===== config.mk =====
export PLATFORM = sky130hd
export DESIGN_NAME = time_keeper
export DESIGN_NICKNAME = d
export VERILOG_FILES = /design/src/rtl/time_keeper_pkg.sv /design/src/rtl/time_keeper_btn_edge.sv /design/src/rtl/time_keeper.sv
export SDC_FILE = /design/constraint.sdc
export NUM_CORES = 1
export LEC_CHECK = 0
export ABC_AREA = 1
export BUFFER_PORTS_ARGS = -buffer_cell sky130_fd_sc_hd__buf_4
export CAP_MARGIN = 10
export CORE_ASPECT_RATIO = 1.75
export CORE_MARGIN = 2
export CORE_UTILIZATION = 55
export DETAILED_ROUTE_END_ITERATION = 10
export PLACE_DENSITY = 0.73
export SYNTH_ARGS = -nofsm -noshare
export SYNTH_HDL_FRONTEND = slang
export SYNTH_SLANG_ARGS = --single-unit

===== constraint.sdc =====
create_clock -name clock -period 3.6 [get_ports clock]
set_clock_uncertainty 0.05 [all_clocks]
set_input_delay 1.08 -clock clock [delete_from_list [all_inputs] [get_ports clock]]
set_output_delay 1.08 -clock clock [all_outputs]
set_load 0.1 [all_outputs]

===== src/rtl/time_keeper_pkg.sv =====
// Shared types and limits for the time_keeper clock/display block.
package time_keeper_pkg;

  typedef enum logic [1:0] {
    RUN     = 2'd0,
    SET_HR  = 2'd1,
    SET_MIN = 2'd2
  } mode_t;

  localparam int FIELD_W = 6;

  localparam logic [FIELD_W-1:0] MAX_SEC = 6'd59;
  localparam logic [FIELD_W-1:0] MAX_MIN = 6'd59;
  localparam logic [FIELD_W-1:0] MAX_HR  = 6'd23;

  // Modulo increment of a time field: max wraps back to zero.
  function automatic logic [FIELD_W-1:0] wrap_inc(input logic [FIELD_W-1:0] value,
                                                  input logic [FIELD_W-1:0] max);
    return (value == max) ? '0 : value + FIELD_W'(1);
  endfunction

endpackage


===== src/rtl/time_keeper_btn_edge.sv =====
// Button conditioner: 2-flop synchroniser followed by a registered
// rising-edge pulse. A warm-up shift register keeps the detector quiet
// until the history flop holds a real post-reset sample, so a button held
// through reset never produces a pulse.
module btn_edge (
  input  logic clock,
  input  logic reset,
  input  logic btn,
  output logic pulse
);

  // sync[0], sync[1]: synchroniser; sync[2]: previous synchronised level
  logic [2:0] sync;
  logic [2:0] primed;

  // Synchronise, track history validity and emit a one-cycle pulse
  always_ff @(posedge clock or negedge reset) begin
    if (!reset) begin
      sync   <= '0;
      primed <= '0;
      pulse  <= 1'b0;
    end else begin
      sync   <= {sync[1:0], btn};
      primed <= {primed[1:0], 1'b1};
      pulse  <= sync[1] & ~sync[2] & primed[2];
    end
  end

endmodule


===== src/rtl/time_keeper.sv =====
// time_keeper: 24-hour clock with set mode, 8-phase digit scan and
// optional set-mode blinking (enabled by defining TIME_KEEPER_BLINK_EN).
module time_keeper
  import time_keeper_pkg::*;
#(
  parameter int SEC_DIV  = 12000000,
  parameter int SCAN_DIV = 12000
) (
  input  logic        clock,
  input  logic        reset,
  input  logic        btn_mode,
  input  logic        btn_inc,
  input  logic        view_sel,
  output logic [11:0] data_show,
  output logic [2:0]  byte_status,
  output logic [3:0]  segment_byte_control,
  output logic [1:0]  mode
);

  localparam int PW = $clog2(SEC_DIV);
  localparam int SW = (SCAN_DIV > 1) ? $clog2(SCAN_DIV) : 1;

  localparam logic [PW-1:0] PRE_LAST  = PW'(SEC_DIV - 1);
  localparam logic [SW-1:0] SCAN_LAST = SW'(SCAN_DIV - 1);

  logic               mode_p;
  logic               inc_p;
  logic               tick;
  logic [PW-1:0]      pre;
  logic [SW-1:0]      scan;
  mode_t              state;
  logic [FIELD_W-1:0] sec;
  logic [FIELD_W-1:0] min;
  logic [FIELD_W-1:0] hr;

  btn_edge u_mode_edge (
    .clock (clock),
    .reset (reset),
    .btn   (btn_mode),
    .pulse (mode_p)
  );

  btn_edge u_inc_edge (
    .clock (clock),
    .reset (reset),
    .btn   (btn_inc),
    .pulse (inc_p)
  );

  assign tick = (pre == PRE_LAST);
  assign mode = state;

  // Second prescaler; restarted on leaving set mode so the first second is full
  always_ff @(posedge clock or negedge reset) begin
    if (!reset) begin
      pre <= '0;
    end else if (mode_p && (state == SET_MIN)) begin
      pre <= '0;
    end else if (tick) begin
      pre <= '0;
    end else begin
      pre <= pre + PW'(1);
    end
  end

  // Mode FSM and time fields; a mode pulse takes priority over inc and tick
  always_ff @(posedge clock or negedge reset) begin
    if (!reset) begin
      state <= RUN;
      sec   <= '0;
      min   <= '0;
      hr    <= '0;
    end else if (mode_p) begin
      case (state)
        RUN: begin
          state <= SET_HR;
          sec   <= '0;
        end
        SET_HR:  state <= SET_MIN;
        default: state <= RUN;
      endcase
    end else if (state == RUN) begin
      if (tick) begin
        sec <= wrap_inc(sec, MAX_SEC);
        if (sec == MAX_SEC) begin
          min <= wrap_inc(min, MAX_MIN);
          if (min == MAX_MIN) begin
            hr <= wrap_inc(hr, MAX_HR);
          end
        end
      end
    end else if (inc_p) begin
      if (state == SET_HR) begin
        hr <= wrap_inc(hr, MAX_HR);
      end else begin
        min <= wrap_inc(min, MAX_MIN);
      end
    end
  end

  // Registered display word; set modes always show hours/minutes
  always_ff @(posedge clock or negedge reset) begin
    if (!reset) begin
      data_show <= '0;
    end else if (!view_sel || (state != RUN)) begin
      data_show <= {hr, min};
    end else begin
      data_show <= {min, sec};
    end
  end

  // Digit-scan phase, free running regardless of mode
  always_ff @(posedge clock or negedge reset) begin
    if (!reset) begin
      scan        <= '0;
      byte_status <= '0;
    end else if (scan == SCAN_LAST) begin
      scan        <= '0;
      byte_status <= byte_status + 3'd1;
    end else begin
      scan <= scan + SW'(1);
    end
  end

`ifdef TIME_KEEPER_BLINK_EN
  localparam logic [PW-1:0] PRE_HALF = PW'(SEC_DIV / 2);

  // Blink the field being set during the second half of each second
  always_ff @(posedge clock or negedge reset) begin
    if (!reset) begin
      segment_byte_control <= 4'b1111;
    end else if ((state == RUN) || (pre < PRE_HALF)) begin
      segment_byte_control <= 4'b1111;
    end else if (state == SET_HR) begin
      segment_byte_control <= 4'b0011;
    end else begin
      segment_byte_control <= 4'b1100;
    end
  end
`else
  assign segment_byte_control = 4'b1111;
`endif

endmodule


# Yosys cells after proc, flatten, opt, wreduce, memory -nomap -nowiden
# Cells that the tools add are included.
dict set report word_totals {
  reg_bits 87
  output_inout_bits 21
  word_cells 72
}
dict set report classes {
  n_reduce_logical 11
  n_addsub 6
  mux 23
  n_bitwise 7
  n_eq_ne 11
}
# op n
set ops {}
lappend ops {{6-bit 2-to-1 mux} 18}
lappend ops {{24-bit 2-to-1 mux} 2}
lappend ops {{24-bit by 1-bit adder with 24-bit output, second input constant} 1}
lappend ops {{24-bit == test, second input constant} 1}
lappend ops {{6-bit by 1-bit adder with 6-bit output, second input constant} 3}
lappend ops {{14-bit by 1-bit adder with 14-bit output, second input constant} 1}
lappend ops {{14-bit == test, second input constant} 1}
lappend ops {{14-bit 2-to-1 mux} 1}
lappend ops {{6-bit == test, second input constant} 2}
lappend ops {{12-bit 2-to-1 mux} 1}
lappend ops {{2-bit nonzero test} 4}
lappend ops {{6-bit by 5-bit == test with 1-bit output, second input constant} 1}
lappend ops {{6-bit AND reduction} 1}
lappend ops {{5-bit AND reduction} 1}
lappend ops {{1-bit bitwise AND} 4}
lappend ops {{2-bit by 1-bit != test with 1-bit output, second input constant} 2}
lappend ops {{2-bit != test, second input constant} 2}
lappend ops {{2-bit one-hot mux with 2 select lines} 1}
lappend ops {{3-bit by 1-bit adder with 3-bit output, second input constant} 1}
lappend ops {{1-bit inverter} 3}
lappend ops {{2-bit by 1-bit == test with 1-bit output, second input constant} 1}
lappend ops {{2-bit == test, second input constant} 1}
lappend ops {{2-bit logical NOT} 1}
lappend ops {{2-bit AND reduction} 1}
lappend ops {{3 further kinds} 3}

# Logic depth before layout (Yosys ltp)
# Gate-level depths: netlist of run 1.
dict set report depth {
  word_depth 6
  ltp_mapped 9
}

# Hierarchy
# Synthesis of run 1 repeated with hierarchy kept, for this count alone.
dict set report unflattened {
  cells_unflattened 531
  area_unflattened_um2 4351.7
}
# module area_per_inst_um2 n_inst cells_each
set modules_own_cells {}
lappend modules_own_cells {time_keeper 3973.8 1 511}
lappend modules_own_cells {btn_edge 188.9 2 10}

# Worst setup path after synthesis of run 1
# No wires, ideal clock.
dict set report synth_path {
  path_kind {register -> output}
  startpoint {register state[1] (netlist: mode[1])}
  endpoint {output port mode[1]}
  path_stages_with_launch 1
  arrival_ps 957
  slack_ps 1513
  path_cell_list {dfrtp_1}
}
# element line
set synth_rtl {}
lappend synth_rtl {{from (decl)} time_keeper.sv:31} ;# mode_t state;
lappend synth_rtl {{from (signal assigned)} time_keeper.sv:69} ;# state <= RUN;
lappend synth_rtl {{from (signal assigned)} time_keeper.sv:76} ;# state <= SET_HR;
lappend synth_rtl {{from (signal assigned)} time_keeper.sv:79} ;# SET_HR: state <= SET_MIN;
lappend synth_rtl {{to (decl)} time_keeper.sv:17} ;# output logic [1:0] mode
# No word-level cell between the ends.

# Worst setup path after layout of run 1
dict set report layout_path {
  startpoint {register state[1] (netlist: mode[1])}
  endpoint {output port mode[1]}
}
# No word-level cell between the ends.

==> key figures, run 1 <==
Floorplan
  – Height of the chip: 121.9 µm
  – Core Area: 0.007801 mm²
  – X dimension of the die: 71.38 µm
  – FP Rows: 43
  – I/O pin count: 26
  – Initial standard-cell utilization of the core: 56.01%
  – Floorplan die area: 0.008701 mm²

Yosys
  – Mux contribution to synthesized area: 0.5155%
  – Sequential share of the synthesized area: 48.11%
  – Synth warnings: 0
  – Most numerous cell types in the synthesized netlist: nand2_1 (159), nor2_1 (112), dfrtp_1 (84)
  – Complex-gate fraction of the synthesized area: 3.608%
  – Area contributors post-synth: dfrtp_1 (48%), nand2_1 (14%), nor2_1 (9.6%)
  – Syn_area_per_cell: 7.559 µm²
  – Most instantiated flip-flop cell in the synthesis netlist: dfrtp_1
  – Adder-cell share of the synthesized area: 1.718%
  – Dominant cell type by area after synthesis: dfrtp_1
  – Top cell type's share of synthesized area: 48.11%
  – Share of async-settable or async-resettable flops after synthesis: 100.0%
  – Seq cells post-synth: 84
  – Number of synthesized flops with an enable pin: 0
  – Simple-gate share of the synthesized area: 35.51%
  – Most common cell in the synthesized netlist: nand2_1
  – Main combinational cell family by area after synthesis: simple AND/OR/NAND/NOR gates
  – Number of distinct library cells after synthesis: 32
  – Synthesized cell area: 0.004369 mm²
  – Post-synthesis cell count: 578
  – XOR/XNOR share of the synthesized area: 3.408%

Placement
  – Routability congestion estimate from global placement: 0.8887
  – Placement-stage cell area: 0.004594 mm²
  – Buffers on Ports: 21
  – Dpl hpwl: 6576 µm

STA
  – Total negative slack for setup checks: 0 ps
  – Worst slew margin: 31.25%
  – Count of final hold-check violations: 0
  – Max-slew violation count: 0
  – Setup-violating endpoint count in the final report: 0
  – Slew @ Worst Pin: 1031 ps
  – Final clock period utilization by the worst path: 62.09%
  – Achievable frequency: 0.4474 GHz
  – Clock period minus worst slack: 2235 ps
  – RSZ-0062 raised after global routing: no

Finish
  – Fraction of layout cells with a size suffix above 1: 9.852%
  – Filler instances: 712
  – Total inserted antenna cells: 0
  – Post-route design area: 0.004896 mm²
  – Synthesis-to-layout area growth: 12.06%
  – Number of nets in the layout: 615

Pwr
  – Cell area power density: 639.8 mW/mm²
  – Proportion of power drawn by the clock network: 29.7%
  – Switching share of total power: 40.00%
  – Internal power of the cells: 1.879 mW
  – Peak supply drop: 0.2947 mV
  – Switch Pwr: 1.253 mW
  – Static power due to leakage: 2.430 nW
  – Combinational cell fraction of total power: 31.0%
  – Power share of the sequential group: 39.3%

GRT
  – Vias in the first global route: 3582
  – GRT overflow: 0
  – GRT Resource Usage Total: 22.67%
  – Initial antenna violation count: 0
  – First-pass GRT wire length: 15550 µm
  – Largest net degree at the start of global routing: 85

Clocking
  – Number of buffers inserted by post-CTS setup repair: 0
  – Clock insertion delay at the later pin of the skew report: 340 ps
  – Root buf cell: clkbuf_16
  – CTS tree: built
  – Num CTS Buffers: 9
  – Clock transition at the register clock pins on the worst setup and hold paths after CTS: 60 ps
  – CTS H-tree lvls: 3
  – Count of hold-fix buffers inserted at cts: 0
  – Clock Path Buffers: 2
  – Sink count of the clock tree: 84
  – Cells resized by post-CTS repair: 0

Routing
  – DRC Markers: 0
  – Drt initial violations: 212
  – DR pass1 iterations: 5
  – Via-to-Cell Ratio: 5.227
  – Vias after detailed routing: 3654
  – Total wire length: 9049 µm
  – ANT nets after route: 0
  – Average detailed-routed wire length per instance: 12.95 µm

Setup path
  – Data required, critical path: 2470 ps
  – Data arrival at the endpoint of the critical path: 1110 ps
  – Critical Path Slowest Stage Cell: dfrtp_1
  – Worst setup path category: flop to output port
  – Critical Path Source Type: flop
  – Longest individual stage delay on the worst path: 440 ps
  – Critical Path Fanout Max: 6
  – Combined buffer and inverter count along the critical path: 1
  – Crit-path cells: buf_4
  – CP top delay family: flip-flops
  – Endpoint type of the worst setup path: output port
  – Internal reg-to-reg setup slack: 1800 ps

Flow run
  – Max-cap violation count: 0

Min path
  – Class of the worst hold path: flop to flop

Status
  – Status: finished, final reports clean
[sequential cells by signal, indices dropped and copies added, names as in the netlist]
| signal | count |
|---|---|
| byte_status | 3 |
| data_show | 12 |
| hr | 6 |
| min | 6 |
| mode | 2 |
| pre | 24 |
| scan | 14 |
| sec | 6 |
| u_inc_edge.primed | 3 |
| u_inc_edge.pulse | 1 |
| u_inc_edge.sync | 3 |
| u_mode_edge.pulse | 1 |
| u_mode_edge.sync | 3 |
[kinds of logic after synthesis]
| family | after synthesis |
|---|---|
| xor+xnor | 17 |
| other cells | 1 |
| buf+inv | 75 |
| simple gates | 362 |
| compound gates | 31 |
| fa+ha+maj | 6 |
| mux | 2 |
| flops | 84 |
[cells in the final DEF, fill, tap and decap left out, types with 2 or more instances in the layout]
cell type	instances
inv_1	57
ha_1	6
or2_2	2
nor3b_1	2
nand3_1	49
nor3_1	15
xor2_1	12
nand2_2	3
clkinvlp_4	3
conb_1	5
o21ai_0	17
nor2_1	112
a21oi_1	12
nor2_2	3
buf_4	22
xnor2_1	5
nand2_4	2
dfrtp_1	84
nand2_1	159
clkbuf_16	9
mux2_2	2
nand4_1	9
inv_2	7
[per-stage QoR]
stage,worst slack (ps),util [%],total power [mW],cells,hold WS [ps]
final,1365,62.76,3.132,699,297.7
after global routing,1314,62.76,3.315,699,306.1
after CTS,1348,62.76,3.162,699,299.7
after detailed placement,1400,58.89,2.221,683,284.7
after global placement,1424,58.89,2.199,683,282.5
after floorplan,1513,-,2.004,582,281.2
[worst paths after layout]
path                       cells after the start            startpoint                   end
max in group asynchronous                      1                 reset               scan[7]
hold reg to reg                                0  u_inc_edge.primed[1]  u_inc_edge.primed[2]
hold / removal                                 0  u_inc_edge.primed[1]  u_inc_edge.primed[2]
min in group asynchronous                      1                 reset                 hr[5]
setup / recovery                               1               mode[1]               mode[1]
setup reg to reg                               8                min[0]                 hr[2]
[power groups by stage]
stage,clock (mW),combinational (mW),sequential [mW]
after global placement,0,0.955,1.24
after global routing,0.992,1.07,1.26
after CTS,0.950,0.981,1.23
final,0.929,0.971,1.23
after detailed placement,0,0.974,1.25
after floorplan,0,0.465,1.54
[layout make-up]
| type | count | area [µm²] | area share (%) |
|---|---|---|---|
| repair buffers | 22 | 165.2 | 3.373 |
| flip-flops and latches | 84 | 2102 | 42.93 |
| inverters | 64 | 240.2 | 4.907 |
| clock buffers | 10 | 229.0 | 4.677 |
| clock inverters | 6 | 72.57 | 1.482 |
| multi-input cells | 423 | 1974 | 40.33 |
| well taps | 90 | 112.6 | 2.300 |
[layer usage]
| layer | track usage [%] | vias up | wire length, µm |
|---|---|---|---|
| met4 | 10.50 | 0 | 278 |
| met3 | 4.053 | 21 | 279 |
| met5 | 0 | - | 0 |
| li1 | - | 1867 | - |
| met1 | 25.71 | 1700 | 3631 |
| met2 | 40.57 | 66 | 4860 |
No activity file was read; power rests on OpenSTA's default activity.
==> run 2: changes to the inputs <==
Settings changed: PLACE_DENSITY 0.73 to 0.76.
Clock period 3.6 ns to 1.91 ns, I/O delays scaled along.
==> run 2 against run 1 <==
Non-clock buffer count is 6 higher. Clock power up 85%. Sequential power grew 90%. Setup slack worse by 1200 ps. Largest cell class unchanged.
==> key figures, run 2 (same netlist as run 1, synthesis figures left out) <==
Clocking
  – Number of buffers inserted by post-CTS setup repair: 0 (unchanged)
  – Root buf cell: clkbuf_16
  – Clock transition at the register clock pins on the worst setup and hold paths after CTS: 70 ps (about the same)
  – Clock insertion delay at the later pin of the skew report: 350 ps (about the same)
  – Cells resized by post-CTS repair: 0 (unchanged)
  – Clock Path Buffers: 2 (unchanged)
  – CTS tree: built
  – Count of hold-fix buffers inserted at cts: 0 (unchanged)
  – CTS H-tree lvls: 3 (unchanged)
  – Sink count of the clock tree: 84 (unchanged)
  – Num CTS Buffers: 9 (unchanged)

Routing
  – Via-to-Cell Ratio: 5.272 (+0.86%)
  – Drt initial violations: 287 (+35%)
  – Average detailed-routed wire length per instance: 13.61 µm (+5.2%)
  – DRC Markers: 0 (unchanged)
  – Total wire length: 9597 µm (+6.1%)
  – Vias after detailed routing: 3717 (+1.7%)
  – DR pass1 iterations: 7 (+2)
  – ANT nets after route: 0 (unchanged)

Setup path
  – Capture point of the worst reg-to-reg path: hr[0]
  – Internal reg-to-reg setup slack: 160 ps (-1640 ps)
  – Critical Path Source Type: flop
  – Data arrival at the endpoint of the critical path: 1940 ps (+830 ps)
  – Critical Path Fanout Max: 7 (+1)
  – Crit-path cells: ha_1, nand2_1, nor3_4, nor2_2, nor2_8, nand2_4, nand2_1, nand2_1
  – Cell with the most instances on the worst path: nand2_1
  – Endpoint type of the worst setup path: flop
  – Critical Path Slowest Stage Cell: dfrtp_1
  – Launch point of the worst reg-to-reg path: min[1]
  – Longest individual stage delay on the worst path: 460 ps (+20 ps)
  – Worst Reg2Reg Path Length in Cells: 8 (unchanged)
  – Worst setup path category: flop to flop
  – CP top delay family: simple AND/OR/NAND/NOR gates
  – Combined buffer and inverter count along the critical path: 0 (-1)
  – Data required, critical path: 2090 ps (-380 ps)

Placement
  – Placement-stage cell area: 0.004667 mm² (+1.6%)
  – Routability congestion estimate from global placement: 0.9299 (+4.6%)
  – Dpl hpwl: 7283 µm (+11%)
  – Buffers on Ports: 21 (unchanged)

GRT
  – Largest net degree at the start of global routing: 35 (-59%)
  – GRT overflow: 0 (unchanged)
  – Vias in the first global route: 3711 (+3.6%)
  – Initial antenna violation count: 0 (unchanged)
  – First-pass GRT wire length: 16190 µm (+4.1%)
  – GRT Resource Usage Total: 23.78% (+1.1 points)

STA
  – Count of final hold-check violations: 0 (unchanged)
  – Achievable frequency: 0.5702 GHz
  – Final clock period utilization by the worst path: 91.82%
  – Total negative slack for setup checks: 0 ps (unchanged)
  – Max-slew violation count: 0 (unchanged)
  – RSZ-0062 raised after global routing: no
  – Clock period minus worst slack: 1754 ps
  – Setup-violating endpoint count in the final report: 0 (unchanged)

Pwr
  – Power share of the sequential group: 39.5% (+0.2 points)
  – Switching share of total power: 41.35% (+1.4 points)
  – Internal power of the cells: 3.477 mW (+85%)
  – Combinational cell fraction of total power: 31.5% (+0.5 points)
  – Overall power consumption: 5.928 mW (+89%)
  – Switch Pwr: 2.452 mW (+96%)
  – Cell area power density: 1194 mW/mm² (+87%)
  – Static power due to leakage: 2.476 nW (+1.9%)
  – Peak supply drop: 0.6336 mV (+110%)
  – Proportion of power drawn by the clock network: 29.0% (-0.7 points)

Floorplan
  – Floorplan die area: 0.008701 mm² (unchanged)
  – Height of the chip: 121.9 µm (unchanged)
  – Core Area: 0.007801 mm² (unchanged)
  – X dimension of the die: 71.38 µm (unchanged)
  – FP Rows: 43 (unchanged)
  – I/O pin count: 26 (unchanged)
  – Initial standard-cell utilization of the core: 56.01% (unchanged)

Finish
  – Post-route design area: 0.004967 mm² (+1.5%)
  – Largest regs: pre x24, scan x14, data_show x12
  – Filler instances: 660 (-7.3%)
  – Flip-flop count of the largest register, all copies and words added: 24 (unchanged)
  – Most common cell after layout, fill and taps aside: nand2_1
  – Largest reg by FF count: pre
  – Fraction of layout cells with a size suffix above 1: 11.38% (+1.5 points)
  – Commonest non-fill, non-tap cells in the layout: nand2_1 (159), nor2_1 (112), dfrtp_1 (81)
  – Number of nets in the layout: 621 (+0.98%)
  – Total inserted antenna cells: 0 (unchanged)
  – Synthesis-to-layout area growth: 13.69%

Min path
  – Class of the worst hold path: input pin to async pin

Status
  – Status: finished, final reports clean

Flow run
  – Max-cap violation count: 0 (unchanged)
-- run 2: worst max path at each step --
stage               startpoint     end  slack (ps)  cells after the start
floorplan              mode[0]  min[2]         210                      7
global placement        min[0]   hr[2]         220                      8
detailed placement      min[0]   hr[0]         130                      8
CTS                     min[0]   hr[0]         120                      8
global route            min[1]   hr[2]           8                      8
finish                  min[1]   hr[0]         160                      8
-- run 2: area by class of cell --
type	count	area, µm²	area share, %
clock buffers	9	225.2	4.534
clock inverters	7	73.82	1.486
inverters	64	240.2	4.836
multi-input cells	423	1974	39.75
flip-flops and latches	84	2106	42.39
well taps	90	112.6	2.267
repair buffers	28	235.2	4.736
-- run 2: stage by stage --
stage / hold WS (ps) / setup slack, ps / utilization [%] / std cells
detailed placement: 286.3 / 134.0 / 59.82 / 689
global placement: 282.3 / 221.2 / 59.82 / 689
finish: 97.93 / 156.3 / 63.67 / 705
CTS: 102.2 / 118.8 / 63.66 / 705
global route: 115.4 / 7.685 / 63.67 / 705
floorplan: 227.4 / 206.9 / - / 582
-- run 2: worst register-to-register path: stages, from the launching register on --
cell and delay, ps:
dfrtp_1 460, ha_1 250, nand2_1 130, nor3_4 240, nor2_2 120, nor2_8 190, nand2_4 90, nand2_1 70
nand2_1 50
-- run 2: power groups by stage --
stage,sequential [mW],combinational (mW),clock [mW]
6_report,2.34,1.86,1.72
5_1_grt,2.37,2.03,1.83
2_1_floorplan,2.90,0.876,0
4_1_cts,2.33,1.88,1.75
3_3_place_gp,2.35,1.83,0
3_5_place_dp,2.37,1.86,0
-- run 2: layer usage --
metal  up-vias  GRT usage (%)  part of all wire [%]  wire length (µm)
met2        98          43.00                    55              5240
met4         0          13.92                   3.7               352
met5         -              0                     0                 0
li1       1864              -                     -                 -
met3        25          3.805                   3.8               363
met1      1730          25.49                    38              3642
==> run 3: changes to the inputs <==
Settings changed: GPL_TIMING_DRIVEN set to 0, PLACE_DENSITY 0.76 to 0.73.
Clock period 1.91 ns to 1.7 ns, I/O delays scaled along.
==> run 3 against run 2 <==
Non-clock buffer count up 13. Critical path depth down 7. Combinational power up 25%. Utilization up 1.9 points.
==> key figures, run 3 (same netlist as run 1, synthesis figures left out) <==
Status
  – Status: finished, final reports clean

Pwr
  – Proportion of power drawn by the clock network: 29.3% (+0.3 points)
  – Internal power of the cells: 4.186 mW (+20%)
  – Combinational cell fraction of total power: 33.2% (+1.7 points)
  – Overall power consumption: 7.029 mW (+19%)
  – Switching share of total power: 40.44% (-0.92 points)
  – Power share of the sequential group: 37.5% (-2.0 points)
  – Static power due to leakage: 2.529 nW (+2.1%)
  – Peak supply drop: 0.7234 mV (+14%)
  – Switch Pwr: 2.842 mW (+16%)
  – Cell area power density: 1375 mW/mm² (+15%)

Finish
  – Largest regs: pre x24, scan x14, data_show x12
  – Commonest non-fill, non-tap cells in the layout: nand2_1 (158), nor2_1 (107), dfrtp_1 (78)
  – Number of nets in the layout: 634 (+2.1%)
  – Flip-flop count of the largest register, all copies and words added: 24 (unchanged)
  – Fraction of layout cells with a size suffix above 1: 15.13% (+3.7 points)
  – Synthesis-to-layout area growth: 17.01%
  – Most common cell after layout, fill and taps aside: nand2_1
  – Utilization of the core after routing: 65.53% (+1.9 points)
  – Total inserted antenna cells: 0 (unchanged)
  – Largest reg by FF count: pre

Setup path
  – CP top delay family: flip-flops
  – Endpoint type of the worst setup path: output port
  – Data arrival at the endpoint of the critical path: 1110 ps (-830 ps)
  – Longest individual stage delay on the worst path: 510 ps (+50 ps)
  – Data required, critical path: 1140 ps (-950 ps)
  – Worst setup path category: flop to output port
  – Crit-path cells: buf_4
  – Combined buffer and inverter count along the critical path: 1 (+1)
  – Critical Path Slowest Stage Cell: dfrtp_4
  – Critical Path Source Type: flop
  – Critical Path Fanout Max: 5 (-2)

Floorplan
  – Height of the chip: 121.9 µm (unchanged)
  – Core Area: 0.007801 mm² (unchanged)
  – X dimension of the die: 71.38 µm (unchanged)
  – FP Rows: 43 (unchanged)
  – I/O pin count: 26 (unchanged)
  – Floorplan die area: 0.008701 mm² (unchanged)
  – Initial standard-cell utilization of the core: 56.01% (unchanged)

Placement
  – Routability congestion estimate from global placement: 0.9235 (-0.69%)
  – Dpl hpwl: 6860 µm (-5.8%)
  – Setup WS pre-CTS: -96.35 ps (-230.3 ps)
  – Buffers on Ports: 21 (unchanged)

GRT
  – Vias in the first global route: 3545 (-4.5%)
  – Initial antenna violation count: 0 (unchanged)
  – GRT Resource Usage Total: 23.07% (-0.71 points)
  – GRT overflow: 0 (unchanged)
  – Largest net degree at the start of global routing: 85 (+140%)
  – First-pass GRT wire length: 15720 µm (-2.9%)

STA
  – Clock period minus worst slack: 1669 ps
  – Achievable frequency: 0.5992 GHz
  – Slew @ Worst Pin: 1031 ps
  – Worst slew margin: 31.26%
  – Fin worst setup slack: 30.97 ps (-125.3 ps)
  – Max-slew violation count: 0 (unchanged)
  – Hold slack: 214.2 ps (+116.3 ps)
  – Count of final hold-check violations: 0 (unchanged)
  – Setup-violating endpoint count in the final report: 0 (unchanged)
  – Final clock period utilization by the worst path: 98.18%

Clocking
  – Clock transition at the register clock pins on the worst setup and hold paths after CTS: 70 ps (about the same)
  – CTS tree: built
  – CTS H-tree lvls: 3 (unchanged)
  – Root buf cell: clkbuf_16
  – Num CTS Buffers: 9 (unchanged)
  – Sink count of the clock tree: 84 (unchanged)
  – Clock Path Buffers: 2 (unchanged)
  – Count of hold-fix buffers inserted at cts: 0 (unchanged)
  – Clock insertion delay at the later pin of the skew report: 350 ps (about the same)

Routing
  – Total wire length: 9560 µm (-0.39%)
  – ANT nets after route: 0 (unchanged)
  – Average detailed-routed wire length per instance: 13.31 µm (-2.2%)
  – Vias after detailed routing: 3836 (+3.2%)
  – DR pass1 iterations: 6 (-1)
  – Drt initial violations: 258 (-10%)
  – DRC Markers: 0 (unchanged)
  – Via-to-Cell Ratio: 5.343 (+1.3%)

Flow run
  – Max-cap violation count: 0 (unchanged)

Min path
  – Class of the worst hold path: input pin to flop
-- run 3: cell types whose count changed in the layout (fill, tap and decap cells not counted), sizes merged --
cell / previous run / this run
bufinv: 0 / 1
clkinv: 2 / 1
buf: 28 / 38
inv: 69 / 68
clkbuf: 9 / 12
clkinvlp: 0 / 1
-- run 3: per-stage QoR --
stage / instances / TNS, ps / area [µm²]
2_1_floorplan: 582 / 0 / 4389
3_3_place_gp: 693 / -974.8 / 4659
3_5_place_dp: 693 / -1337 / 4659
4_1_cts: 710 / 0 / 5001
5_1_grt: 718 / -54.16 / 5112
6_report: 718 / 0 / 5112
-- run 3: per-layer routing --
layer  routed length (µm)  track usage (%)
met1                 3716            25.45
met2                 4951            39.93
met3                  356            4.136
met4                  535            14.98
met5                    0                0
-- run 3: power by group through the flow --
stage	logic (mW)	clock network, mW	registers [mW]
2_1_floorplan	0.984	0	3.27
6_report	2.33	2.06	2.64
3_3_place_gp	2.08	0	2.64
3_5_place_dp	2.12	0	2.65
5_1_grt	2.55	2.17	2.67
4_1_cts	2.14	2.09	2.62
-- run 3: repair_timing --
item,in CTS,in global routing
setup endpoints to repair,21,29
pin swaps,1,5
buffers inserted,1,8
cloned,0,0
resized for setup,5,18
-- run 3: final timing paths --
kind,from,end,slack (ps),cells after the start
setup / recovery,mode[0],mode[0],30,1
hold / removal,btn_inc,u_inc_edge.sync[0],210,1
setup reg to reg,sec[1],min[0],90,8
hold reg to reg,u_mode_edge.sync[0],u_mode_edge.sync[1],300,0
max in group asynchronous,reset,mode[0],520,1
min in group asynchronous,reset,hr[3],280,1
-- run 3: layout make-up --
| class | instances | area, µm² |
|---|---|---|
| Fill cell | 651 | 2689 |
| Sequential cell | 84 | 2112 |
| Multi-Input combinational cell | 423 | 2033 |
| Inverter | 64 | 240.2 |
| Clock buffer | 9 | 225.2 |
| Timing Repair Buffer | 30 | 225.2 |
| Tap cell | 90 | 112.6 |
| Clock inverter | 7 | 88.84 |
| Buffer | 11 | 75.07 |
-- run 3: worst register-to-register path: stages (launching register included) --
cell	delay, ps
dfrtp_1	430
ha_1	240
nand2_1	80
o21ai_2	160
nand2_1	100
nor2_4	180
nand2_2	130
nand2_1	90
nand2_1	50
